===== src/rtl/dpram.sv =====
// Simple dual-port RAM: one synchronous write port and one registered read port.
// Contents are not reset; rd_data holds its value whenever rd_en is low.
module dpram #(
    parameter int DATA_WIDTH = 32,
    parameter int ADDR_WIDTH = 4
) (
    input  logic                  clk,
    input  logic                  wr_en,
    input  logic [ADDR_WIDTH-1:0] wr_addr,
    input  logic [DATA_WIDTH-1:0] wr_data,
    input  logic                  rd_en,
    input  logic [ADDR_WIDTH-1:0] rd_addr,
    output logic [DATA_WIDTH-1:0] rd_data
);

    localparam int DEPTH = 2 ** ADDR_WIDTH;

    logic [DATA_WIDTH-1:0] mem [DEPTH];

    // Write port: store the word at wr_addr when enabled.
    always_ff @(posedge clk) begin
        if (wr_en) begin
            mem[wr_addr] <= wr_data;
        end
    end

    // Read port: registered output, updated only on a read so it can act as a holding stage.
    always_ff @(posedge clk) begin
        if (rd_en) begin
            rd_data <= mem[rd_addr];
        end
    end

endmodule


===== src/rtl/sync_fifo.sv =====
// Single-clock first-word-fall-through FIFO controller. The dpram registered read
// port is the output stage, so the head word sits in rd_data while out_valid is high.
module sync_fifo #(
    parameter int DATA_WIDTH   = 32,
    parameter int ADDR_WIDTH   = 4,
    parameter int AFULL_THRESH = (2 ** ADDR_WIDTH) - 1
) (
    input  logic                  clk,
    input  logic                  rst,
    input  logic                  in_valid,
    input  logic [DATA_WIDTH-1:0] in_data,
    output logic                  in_ready,
    output logic                  out_valid,
    output logic [DATA_WIDTH-1:0] out_data,
    input  logic                  out_ready,
    output logic [ADDR_WIDTH:0]   level,
    output logic                  almost_full
);

    localparam int                DEPTH   = 2 ** ADDR_WIDTH;
    localparam logic [ADDR_WIDTH:0] DEPTH_L = DEPTH[ADDR_WIDTH:0];
    localparam logic [ADDR_WIDTH:0] AFULL_L = AFULL_THRESH[ADDR_WIDTH:0];

    logic [ADDR_WIDTH-1:0] wr_ptr;
    logic [ADDR_WIDTH-1:0] rd_ptr;
    logic [ADDR_WIDTH:0]   ram_cnt;
    logic                  push;
    logic                  pop;
    logic                  rd_issue;

    // Status flags depend only on the level register, never on this cycle's handshakes.
    assign in_ready    = (level != DEPTH_L);
    assign almost_full = (level >= AFULL_L);

    // Handshakes; nothing is accepted while reset is asserted. A read is issued whenever
    // the RAM holds unread words and the output stage is empty or being emptied this edge.
    assign push     = in_valid & in_ready & ~rst;
    assign pop      = out_valid & out_ready & ~rst;
    assign rd_issue = (ram_cnt != '0) & (~out_valid | out_ready) & ~rst;

    dpram #(
        .DATA_WIDTH(DATA_WIDTH),
        .ADDR_WIDTH(ADDR_WIDTH)
    ) u_mem (
        .clk    (clk),
        .wr_en  (push),
        .wr_addr(wr_ptr),
        .wr_data(in_data),
        .rd_en  (rd_issue),
        .rd_addr(rd_ptr),
        .rd_data(out_data)
    );

    // Pointer, occupancy and output-valid bookkeeping.
    always_ff @(posedge clk) begin
        if (rst) begin
            wr_ptr    <= '0;
            rd_ptr    <= '0;
            ram_cnt   <= '0;
            level     <= '0;
            out_valid <= 1'b0;
        end else begin
            if (push) begin
                wr_ptr <= wr_ptr + 1'b1;
            end
            if (rd_issue) begin
                rd_ptr <= rd_ptr + 1'b1;
            end
            ram_cnt <= ram_cnt + push - rd_issue;
            level   <= level + push - pop;
            if (rd_issue) begin
                out_valid <= 1'b1;
            end else if (pop) begin
                out_valid <= 1'b0;
            end
        end
    end

endmodule

===== config.mk =====
export PLATFORM = sky130hd
export DESIGN_NAME = sync_fifo
export DESIGN_NICKNAME = d
export VERILOG_FILES = /design/src/rtl/dpram.sv /design/src/rtl/sync_fifo.sv
export SDC_FILE = /design/constraint.sdc
export NUM_CORES = 1
export LEC_CHECK = 0
export CAP_MARGIN = 40
export CELL_PAD_IN_SITES_DETAIL_PLACEMENT = 1
export CELL_PAD_IN_SITES_GLOBAL_PLACEMENT = 2
export CORE_MARGIN = 1
export CORE_UTILIZATION = 45
export DETAILED_ROUTE_END_ITERATION = 7
export PLACE_DENSITY = 0.78
export SYNTH_ARGS = -nofsm -noshare
export SYNTH_HDL_FRONTEND = slang
export SYNTH_SLANG_ARGS = --single-unit
export TNS_END_PERCENT = 5

===== constraint.sdc =====
create_clock -name clk -period 15.8 [get_ports clk]
set_input_delay 3.16 -clock clk [delete_from_list [all_inputs] [get_ports clk]]
set_output_delay 3.16 -clock clk [all_outputs]
set_load 0.05 [all_outputs]

==> out/metrics.yaml, run 1 <==
setup_path:
  worstSetupEndpoint: "ram_cnt[4]"
  path_max_fanout: 23
  critical_path.reg2reg.startpoint: "level[2]"
  arrival_ns: 6.42
  startpoint: "rst"
  worst_ep_required_time_ns: 16.31
  ff2ff_path_depth: 13
  type_of_element_launching_the_critical_path: "input port"
  path_class: "input port to flop"
  regToRegEndpoint: "ram_cnt[4]"
  worst_case_register_to_register_setup_slack_ns: 12.60
  worstPathCellList: "clkdlybuf4s50_1, nor3_1, inv_1, ha_1, inv_1, ha_1, fa_1, a21oi_1, nor2_1, or3_1, a21oi_1"
  critical_path.max_stage_delay_ns: 0.84
  slowest_stage_cell_cp: "clkdlybuf4s50_1"
  setup.worst_path.end_class: "flop"
clock_network:
  cts_hold_bufs: 0
  clk_transition_reported_paths_ns: 0.06
  number_of_buffers_added_for_setup_after_cts: 0
  h-tree-depth: 2
  cts_tree: "done"
  cts_buffers: 55
  clock-sinks: 563
  post_cts_resize_count: 0
  clock_tree.buffer_depth: 3
  cts_root_buf: "clkbuf_16"
  clock_latency_ns: 0.59
yosys:
  ys_warn_count: 0
  mappedNetlistArea_sq_um: 21290
  yosysTopAreaCell: "edfxtp_1"
  syn_nets: 1021
  ys_ff_latch: 563
  ys_types: 30
  number_of_standard_cells_after_synthesis: 963
  synth.yosys.seq_area_share: 0.7852
  synth_largest_type_area_fraction: 0.7673
  synthTopCellsByArea: "edfxtp_1 77%, mux4_2 14%, a22oi_1 2.3%"
  syn_avg_cell_area_sq_um: 22.11
final_layout:
  fillCellCount: 4055
  fin_util: 0.5340
  antennaDiodeCount: 0
  final_layout_size_suffix_gt1_frac: 0.2280
  layout.cells.non_filler: 1721
  flow.area_growth_from_synthesis_pct: 17.03
  fin_area_sq_um: 24910
  final_layout_net_count: 1131
route:
  drt-vias-per-instance: 5.562
  detailedRoute.firstIterationViolations: 812
  avgRoutedWirePerCell_um: 25.12
  drt-pass1-iter-count: 8
  route.final.wire_length_um: 43230
  dr_total_vias: 9572
  drt_drc_violations_left: 12
  ant_nets: 0
global_route:
  grt_pass1_vias: 10580
  grt_remaining_overflow: 0
  grtUsageTotal: 0.1881
  number_of_antenna_violations_at_the_first_check_in_global_routing: 0
  grt_start_max_net_pins: 106
  grt_pass1_wl_um: 65870
power_and_ir_drop:
  netSwitchingPower_mw: 1.076
  pwr-share-clk: 0.330
  power_density_nw_per_um2: 160.5
  max-vdd-ir-drop_mv: 0.1190
  intPower_mw: 2.924
  finalPower_mw: 3.999
  power_switching_share: 0.2690
  part_of_the_power_in_combinational_logic: 0.222
  total_leakage_power_nw: 7.769
  share_seq_of_total_power: 0.448
place:
  dp.final_hpwl_um: 25690
  dpl-instance-area_sq_um: 23110
  portBuffers: 75
  place.detailed.instances: 1623
  place_congestion: 0.6957
  detailedPlace.worstSlack_ns: 9.217
status:
  violations_in_the_final_reports: "design-rule violations"
  outcome: "finished, violations left"
die:
  fp.dieH_um: 219.5
  initial_utilization: 0.4563
  fp-row-count: 79
  io_pins: 76
  die_width_um: 219.5
  design.die.area_sq_um: 48180
  floorplan.core_area_sq_um: 46650
sta:
  final_hold_vios: 0
  max-slew-margin-rel: 0.4251
  unrepaired_setup_endpoints_after_global_routing: "no"
  max_freq_ghz: 0.1692
  final.setup.worst_slack_ns: 9.891
  fin_skew_ns: 0.01130
  period_needed_ns: 5.909
  tightest_slew_ns: 0.8624
  final-setup-viol-count: 0
  timing_max_transition_violations_final: 0
  fin_hold_ws_ns: 0.5084
  tns_ns: 0
  layout_worst_path_cycle_share: 0.3740
worst_hold_path:
  worst_hold_path_type: "flop to flop"
  min_path_cells: 2
run:
  max-cap-violations: 0
==> sequential cells by signal, indices dropped and copies added (netlist names) <==
| signal | cells |
|---|---|
| level | 5 |
| rd_ptr | 4 |
| u_mem.mem | 512 |
| wr_ptr | 4 |
| ram_cnt | 5 |
| out_valid | 1 |
| u_mem.rd_data | 32 |
==> power groups by stage <==
| stage | clock [mW] | combinational [mW] | sequential, mW |
|---|---|---|---|
| after floorplan | 0 | 0.565 | 1.92 |
| final | 1.32 | 0.886 | 1.79 |
| after CTS | 1.35 | 0.906 | 1.80 |
| after global routing | 1.40 | 0.963 | 1.80 |
| after detailed placement | 0 | 0.902 | 1.83 |
| after global placement | 0 | 0.883 | 1.83 |
==> critical path: cells and delay by family <==
family | cells | cell delay [ns]
AND/OR/NAND/NOR | 3 | 0.98
AO/OA/AOI/OAI | 2 | 0.30
adder cells (fa/ha/maj) | 3 | 0.94
buffers and inverters | 3 | 1.02
==> Yosys cell counts <==
| library cell | number |
|---|---|
| edfxtp_1 | 544 |
| mux4_2 | 128 |
| a22oi_1 | 65 |
| nand2_1 | 40 |
| nor2_1 | 27 |
| clkbuf_1 | 24 |
| ha_1 | 20 |
| dfxtp_1 | 19 |
| inv_1 | 17 |
| xnor2_1 | 10 |
| a21oi_1 | 8 |
| buf_1 | 8 |
| nor3_1 | 8 |
| nor2b_1 | 7 |
| buf_4 | 6 |
| buf_2 | 5 |
| buf_6 | 5 |
| nand2b_1 | 3 |
| nand3_1 | 3 |
| o21ai_0 | 3 |
| a21o_1 | 2 |
| fa_1 | 2 |
| xor2_1 | 2 |
| and2_1 | 1 |
| and4bb_2 | 1 |
| nand4b_1 | 1 |
| nor3b_1 | 1 |
| nor4b_1 | 1 |
| o21bai_1 | 1 |
| or3_1 | 1 |
==> per-layer routing <==
metal | GRT usage | routed length, um
met1 | 0.2519 | 18540
met2 | 0.3189 | 22070
met4 | 0.04676 | 792
met5 | 0 | 0
met3 | 0.03464 | 1822
==> cell usage in the layout, fill, tap and decap left out, drive strengths merged, types with 20 or more instances in the layout <==
cell type | netlist | final
nor2 | 27 | 27
a22oi | 65 | 65
nand2 | 40 | 40
edfxtp | 544 | 544
clkdlybuf4s50 | 0 | 75
clkinv | 0 | 20
mux4 | 128 | 128
ha | 20 | 20
buf | 24 | 25
clkbuf | 24 | 70
==> cell type report <==
| class | count | area, sq um | share of cell area |
|---|---|---|---|
| clock buffer | 70 | 1475 | 0.05921 |
| clock inverter | 28 | 332.8 | 0.01336 |
| inverter | 17 | 63.81 | 0.002561 |
| multi-input combinational | 335 | 4402 | 0.1767 |
| sequential | 563 | 16720 | 0.6713 |
| tap | 607 | 759.5 | 0.03048 |
| timing repair buffer | 101 | 1157 | 0.04645 |
==> logic make-up (layout without fill, tap and decap cells) <==
| kind of cell | after synthesis | in the layout | share of synthesized area |
|---|---|---|---|
| flops | 563 | 563 | 0.7852 |
| mux | 128 | 128 | 0.1354 |
| simple gates | 94 | 94 | 0.01969 |
| compound gates | 79 | 79 | 0.02656 |
| buf+inv | 65 | 216 | 0.01458 |
| fa+ha+maj | 22 | 22 | 0.01364 |
| xor+xnor | 12 | 12 | 0.004937 |
==> how the worst min path moves through the flow <==
| stage | startpoint | end | slack (ns) |
|---|---|---|---|
| global placement | out_valid | out_valid | 0.50 |
| detailed placement | out_valid | out_valid | 0.50 |
| finish | out_valid | out_valid | 0.51 |
| floorplan | wr_ptr[1] | wr_ptr[1] | 0.48 |
| CTS | out_valid | out_valid | 0.51 |
| global route | out_valid | out_valid | 0.57 |
Note: power is estimated with default switching activity, not from simulation.
==> run 2: changes to the inputs <==
==> constraint.sdc (replaced) <==
create_clock -name clk -period 5.6 [get_ports clk]
set_input_delay 1.12 -clock clk [delete_from_list [all_inputs] [get_ports clk]]
set_output_delay 1.12 -clock clk [all_outputs]
set_load 0.05 [all_outputs]
==> run 2 against run 1 <==
The flow still finishes with violations (design-rule violations). Clock skew up 0.0064 ns. Total power rose to 2.8 times the previous value. Clock power increased to 2.7 times the previous value. Register-to-register slack got worse by 10 ns. Combinational power grew to 2.9 times the previous value. Clock-buffer cell count increased by 1. Setup slack got worse by 8.0 ns. Cell area increased by 0.11%. First-iteration DRC count fell by 4.2%. Critical path depth fell by 6. Sequential power increased to 2.8 times the previous value. Global-route usage is 0.79 points higher.
==> out/metrics.yaml, run 2 (synthesized netlist as in run 1, its figures left out) <==
die:
  floorplan.core_area_sq_um: 46650  # unchanged
  die_width_um: 219.5  # unchanged
  io_pins: 76  # unchanged
  fp-row-count: 79  # unchanged
  design.die.area_sq_um: 48180  # unchanged
  initial_utilization: 0.4563  # unchanged
  fp.dieH_um: 219.5  # unchanged
power_and_ir_drop:
  total_leakage_power_nw: 7.779  # +0.13%
  max-vdd-ir-drop_mv: 0.2839  # +140%
  power_density_nw_per_um2: 449.2  # +180%
clock_network:
  cts_buffers: 56  # +1.8%
  cts_root_buf: "clkbuf_16"
  number_of_buffers_added_for_setup_after_cts: 0  # unchanged
  h-tree-depth: 2  # unchanged
  clock-sinks: 563  # unchanged
  cts_tree: "done"
  cts_hold_bufs: 0  # unchanged
  clk_transition_reported_paths_ns: 0.06  # about the same
  post_cts_resize_count: 0  # unchanged
  clock_tree.buffer_depth: 3  # unchanged
  clock_latency_ns: 0.61  # +0.02 ns
route:
  drt_drc_violations_left: 12  # unchanged
  avgRoutedWirePerCell_um: 26.05  # +3.7%
  drt-pass1-iter-count: 8  # unchanged
  dr_total_vias: 9802  # +2.4%
  route.final.wire_length_um: 45110  # +4.4%
  ant_nets: 0  # unchanged
  detailedRoute.firstIterationViolations: 778  # -4.2%
  drt-vias-per-instance: 5.659  # +1.8%
sta:
  fin_skew_ns: 0.01773  # +0.006430 ns
  max-slew-margin-rel: 0.3916  # -0.03352
  layout_worst_path_cycle_share: 0.6551
  max_freq_ghz: 0.2726
  final-setup-viol-count: 0  # unchanged
  period_needed_ns: 3.669
  final_hold_vios: 0  # unchanged
  tns_ns: 0  # unchanged
  tightest_slew_ns: 0.9126  # +0.05029 ns
  unrepaired_setup_endpoints_after_global_routing: "no"
  timing_max_transition_violations_final: 0  # unchanged
setup_path:
  worst_ep_required_time_ns: 4.48  # -11.83 ns
  type_of_element_launching_the_critical_path: "flop"
  path_class: "flop to primary output"
  path_max_fanout: 5  # -78%
  arrival_ns: 2.55  # -3.87 ns
  setup.worst_path.end_class: "primary output"
run:
  max-cap-violations: 0  # unchanged
final_layout:
  mostFrequentLayoutCell: "edfxtp_1"
  fin_util: 0.5346  # +0.0005900
  final_layout_net_count: 1137  # +0.53%
  reg_top3: "u_mem.mem (512), u_mem.rd_data (32)"
  layout_common_cells: "544 x edfxtp_1, 128 x mux4_2, 75 x clkdlybuf4s50_1"
  max_ffs_per_register: 512  # unchanged
  flow.area_growth_from_synthesis_pct: 17.16
  final_layout_size_suffix_gt1_frac: 0.2286  # +0.0006405
  largest_register: "u_mem.mem"
place:
  place_congestion: 0.7280  # +4.6%
  portBuffers: 75  # unchanged
  dp.final_hpwl_um: 27960  # +8.9%
global_route:
  grt_pass1_wl_um: 68210  # +3.6%
  grt_remaining_overflow: 0  # unchanged
  grtUsageMet3: 0.03106  # -0.003589
  number_of_antenna_violations_at_the_first_check_in_global_routing: 1  # +1
  grt_pass1_vias: 10780  # +1.9%
  grt_start_max_net_pins: 45  # -58%
  grtUsageTotal: 0.1959  # +0.007883
  grt_peak_use_layer: "met2"
  global_route.usage.met1: 0.2670  # +0.01502
  grt.met2_usage: 0.3266  # +0.007676
status:
  outcome: "finished, violations left"
  violations_in_the_final_reports: "design-rule violations"
worst_hold_path:
  worst_hold_path_type: "flop to flop"
==> run 2: cell types whose count changed in the layout (fill, tap and decap cells not counted), sizes merged, moves of 4 or more <==
cell / previous run / this run
buf: 25 / 31
clkinv: 20 / 24
inv: 17 / 21
bufinv: 8 / 3
==> run 2: metal layers <==
metal | share of wire | up-vias
met3 | 0.049 | 54
met1 | 0.43 | 5237
li1 | - | 4239
met4 | 0.019 | 0
met2 | 0.50 | 272
met5 | 0 | -
==> run 2: critical path, cell delays in order (launching register included) <==
cell and delay [ns]:
dfxtp_1 0.43, inv_1 0.09, ha_1 0.21, and4bb_2 0.26, inv_1 0.14, clkdlybuf4s50_1 0.82
==> run 2: per-stage QoR <==
stage               cells  hold slack [ns]  instance area, sq um  power [mW]  setup slack, ns
finish               1732           0.5100                 24940       11.20            1.931
global route         1732           0.5628                 24940       11.65            1.809
CTS                  1731           0.5178                 24940       11.35            1.889
detailed placement   1628           0.5031                 23210       7.787            1.479
global placement     1613           0.4982                 22830       7.710            1.517
floorplan             963           0.4817                 21290       7.001           0.2818
==> run 2: where the power goes <==
| group | total, mW | leakage [nW] | internal, mW | switching, mW |
|---|---|---|---|---|
| registers | 5.06 | 5.07 | 4.88 | 0.182 |
| logic | 2.58 | 1.86 | 1.17 | 1.41 |
| clock network | 3.56 | 0.844 | 2.01 | 1.55 |
==> run 2: layout make-up <==
| cell class | instances | area [sq um] |
|---|---|---|
| well taps | 607 | 759.5 |
| repair buffers | 106 | 1266 |
| fillers | 4055 | 21710 |
| clock buffers | 71 | 1479 |
| clock inverters | 32 | 245.2 |
| flip-flops and latches | 563 | 16720 |
| multi-input cells | 335 | 4402 |
| diodes | 1 | 2.502 |
| inverters | 17 | 63.81 |
==> run 2: path summary, 6_finish.rpt <==
check | from | endpoint | slack, ns | depth (start not counted)
worst max-delay path | level[2] | in_ready | 1.93 | 5
worst min-delay path | out_valid | out_valid | 0.51 | 2
worst max register to register | level[2] | ram_cnt[4] | 2.31 | 13
worst min register to register | out_valid | out_valid | 0.51 | 2
